[config.mk]
export PLATFORM = sky130hd
export DESIGN_NAME = phase_sequencer
export DESIGN_NICKNAME = d
export VERILOG_FILES = /design/src/rtl/phase_sequencer.sv
export SDC_FILE = /design/constraint.sdc
export NUM_CORES = 1
export LEC_CHECK = 0
export ABC_AREA = 1
export BUFFER_PORTS_ARGS = -buffer_cell sky130_fd_sc_hd__buf_4
export CORE_ASPECT_RATIO = 0.75
export CORE_MARGIN = 2
export CORE_UTILIZATION = 49
export CTS_BUF_LIST = sky130_fd_sc_hd__clkbuf_8
export DETAILED_ROUTE_END_ITERATION = 16
export PLACE_DENSITY = 0.77
export SLEW_MARGIN = 10
export SYNTH_ARGS = -nofsm -noshare
export SYNTH_HDL_FRONTEND = slang
export SYNTH_SLANG_ARGS = --single-unit
[constraint.sdc]
create_clock -name clk -period 1.25 [get_ports clk]
set_input_delay 0.0625 -clock clk [delete_from_list [all_inputs] [get_ports clk]]
set_output_delay 0.0625 -clock clk [all_outputs]
set_load 0.03 [all_outputs]
[src/rtl/phase_sequencer.sv]
// One-hot instruction phase generator with early end, stall hold, cycle counter.
// Optional single-step debug ports are built when PHASE_SEQ_STEP_EN is defined.
module phase_sequencer #(
   parameter  int NUM_PHASES = 7,
   parameter  int CNT_W      = 16,
   localparam int IDX_W      = $clog2(NUM_PHASES)
) (
   input  logic                  clk,
   input  logic                  rst_n,
   input  logic                  alive,
   input  logic                  stall,
   input  logic                  end_early,
`ifdef PHASE_SEQ_STEP_EN
   input  logic                  step_mode,
   input  logic                  step,
`endif
   output logic [NUM_PHASES-1:0] phase,
   output logic [IDX_W-1:0]      phase_idx,
   output logic                  cycle_done,
   output logic [CNT_W-1:0]      cycle_count
);

   localparam logic [IDX_W-1:0] LAST_IDX = IDX_W'(NUM_PHASES - 1);

   logic                  hold;
   logic [IDX_W-1:0]      idx_next;
   logic [NUM_PHASES-1:0] phase_next;
   logic [CNT_W-1:0]      cnt_next;
   logic                  done_next;

`ifdef PHASE_SEQ_STEP_EN
   assign hold = stall | (step_mode & ~step);
`else
   assign hold = stall;
`endif

   // A drop of alive is a forced return, not a wrap: no pulse, no count.
   always_comb begin
      idx_next  = phase_idx;
      cnt_next  = cycle_count;
      done_next = 1'b0;
      if (!alive) begin
         idx_next = '0;
      end else if (!hold) begin
         if (end_early || (phase_idx == LAST_IDX)) begin
            idx_next  = '0;
            cnt_next  = cycle_count + CNT_W'(1);
            done_next = 1'b1;
         end else begin
            idx_next = phase_idx + IDX_W'(1);
         end
      end
      phase_next = NUM_PHASES'(1) << idx_next;
   end

   always_ff @(posedge clk) begin
      if (!rst_n) begin
         phase_idx   <= '0;
         phase       <= NUM_PHASES'(1);
         cycle_done  <= 1'b0;
         cycle_count <= '0;
      end else begin
         phase_idx   <= idx_next;
         phase       <= phase_next;
         cycle_done  <= done_next;
         cycle_count <= cnt_next;
      end
   end

endmodule

==> key figures <==
Outcome
  • Outcome: finished with violations
  • Violated checks: setup timing

Route
  • DR top layer: met4
  • Residual DRC: 0
  • Post-route ant nets: 0
  • Met3 WL: 223 um
  • Metal-1 WL: between 1000 and 1500 um
  • Vias per inst: 5.14
  • Routed length per placed instance: about 12 um
  • Total routed wirelength: about 3200 um
  • Drt first-iter violations: between 80 and 90
  • Met2 WL post-DR: approximately 1500 um
  • Via count: 1325
  • DR pass1 iterations: 4

Critical path
  • Critical Path RT: 1420 ps
  • Critical path arrival: between 1000 and 1500 ps
  • CP Capture Type: flop
  • Setup crit start kind: flop
  • WS Path Type: reg -> reg
  • Worst-path maximum fanout: 4

Clocking
  • Hold Buf Count CTS: 0
  • Root Buffer: clkbuf_8
  • CTS buffer count: 3
  • Sink Count: 27
  • Worst skew pair latency: 270 ps
  • CTS tree: yes
  • Maximum level of the CTS H-tree: 1
  • Clock slew at reported path FFs: 80 ps
  • Clock Path Buffers: 2

Yosys
  • Seq/Total Area, Yosys: between 40% and 50%
  • Synth area leader: dfxtp_1
  • Post-synth EDFFs: 0
  • Cell with the most instances after synthesis: nand2_1
  • Ys flop type: dfxtp_1
  • Synth cell count leaders: nand2_1, nor2_1, dfxtp_1
  • Syn_nets: roughly 190
  • Synth Area per Inst: 7.08 um^2
  • Synth top area share: 42.4%
  • Yosys warns: 0
  • Async S/R FF share, synth: 0%
  • Seq cells post-synth: 27
  • Post-synthesis cell type count: 24
  • Cells after Synth: 180
  • Mapped Area: 0.00127 mm^2
  • Top post-synthesis cells by area: dfxtp_1, nand2_1, nor2_1, a21oi_1, inv_1

Timing
  • Setup violators final: 10
  • Final Skew: slightly above 4 ps
  • Final Cycle Share: 106%
  • Slew margin rel.: between 70% and 80%
  • Slew @ Worst Pin: roughly 310 ps
  • Final Hold Viols: 0
  • PnR worst setup slack: -71.1 ps
  • Fin. max-slew vios: 0
  • Post-Route Setup TNS: -314 ps
  • Period minus WS final: 1320 ps
  • Fmax: roughly 760 MHz
  • Unrepaired setup endpoints after global routing: true

Global routing
  • Overall routing resource usage: 20.7%
  • Vias in the first global route: 1046
  • Antenna violations before repair: 0
  • First-pass GRT wire length: 4740 um
  • Overflow after GRT: 0
  • Largest net degree at the start of global routing: 21

Layout
  • Final instance area: about 0.0018 mm^2
  • Fin util: approximately 76%
  • Layout cell share with drive strength beyond 1: 39.3%
  • Nets: 233
  • Fill cell count: about 170
  • Antenna Cells: 0
  • Area growth from synthesis to layout: 42.2%

Placement
  • Final HPWL DP: 2260 um
  • GPL Wtd Cong: 0.928
  • Post-Place Setup Slack: -54.9 ps
  • Area post-placement: 0.00163 mm^2
  • Port Buffer Count: 31

Floorplan
  • Die height: between 40 and 50 um
  • Die X: 62.9 um
  • Cell Rows: 15
  • Core Area: 0.00238 mm^2
  • Top Ports: 32
  • Starting Density: 53.5%
  • Die Area: 0.00303 mm^2

Power
  • Lkg Pwr: 0.778 nW
  • Power per cell area: 836 mW/mm^2
  • Worst ir drop on vdd: 0.000676 V
  • Final Power: 1.52 mW

Flow run
  • Max-Cap Viols: 0

Worst hold path
  • Hold Path Class: in -> reg
[worst paths after layout]
path,from,end,slack [ps],cells past startpoint
worst min-delay path,rst_n,phase[0],100,2
worst max-delay path,phase_idx[0],cycle_count[2],-70,9
worst min register to register,cycle_count[2],cycle_count[2],520,2
worst max register to register,phase_idx[0],cycle_count[2],-70,9
[per-layer routing]
layer  vias up  GRT usage (%)
li1        665              -
met3         4           5.08
met1       605           26.4
met2        51           36.2
met5         -              0
met4         0           6.67
[power by group]
| group | internal (mW) | switching [mW] |
|---|---|---|
| clock | 0.220 | 0.251 |
| sequential | 0.866 | 0.0115 |
| combinational | 0.0661 | 0.101 |
| total | 1.15 | 0.364 |
[worst max-delay path, cell delays in order, from the launching register on]
cell     delay (ps)
dfxtp_4         370
inv_4            60
ha_4            120
nand2_4          70
a21oi_4         200
buf_4           150
buf_6            90
nand3_2          50
nand2_1          80
a21oi_2          30
[registers in the layout, indices dropped and copies added, names as in the netlist]
name         cells
cycle_done       1
phase_idx        3
cycle_count     16
phase            7
[per-stage QoR]
step	cells	hold slack [ps]
after CTS	254	93.0
after floorplan	180	295
after detailed placement	248	372
after global placement	248	382
final	258	102
after global routing	258	103
[layout make-up]
| cell class | instances | area, um^2 | share of cell area (%) |
|---|---|---|---|
| multi-input combinational | 133 | 756 | 41.7 |
| inverter | 17 | 66.3 | 3.66 |
| sequential | 27 | 564 | 31.1 |
| tap | 34 | 42.5 | 2.35 |
| clock inverter | 1 | 3.75 | 0.207 |
| timing repair buffer | 43 | 339 | 18.7 |
| clock buffer | 3 | 41.3 | 2.28 |
[placed cells by master, fill, tap and decap left out, types with 3 or more instances in the layout]
master	instances
buf_4	41
nand2_1	37
nor2_1	31
dfxtp_1	16
inv_1	15
a21oi_1	10
nand3_1	7
nor2_2	7
nand4_1	7
dfxtp_2	7
nand2_2	5
nand3_2	4
nor2_4	4
o21ai_1	4
dfxtp_4	4
nand2_4	3
o21ai_0	3
clkbuf_8	3
[cell families (layout without fill, tap and decap cells)]
kind of cell               count (synthesis)  after routing  share of synthesized area (%)
buffers and inverters                     20             64                           6.57
DFF                                       27             27                           42.4
and+or+nand+nor                          106            106                           36.8
adders and majority gates                  3              3                           2.94
AOI/OAI and AO/OA                         22             22                           9.91
xor gates and xnor gates                   2              2                           1.37
[repair_timing]
action | in CTS | in global routing
endpoints found under the setup margin | 14 | 24
hold endpoints to repair | 0 | 0
setup buffers | 2 | 4
pin swaps | 6 | 8
resized for setup | 6 | 19
Power figures use the tool's default switching activity.
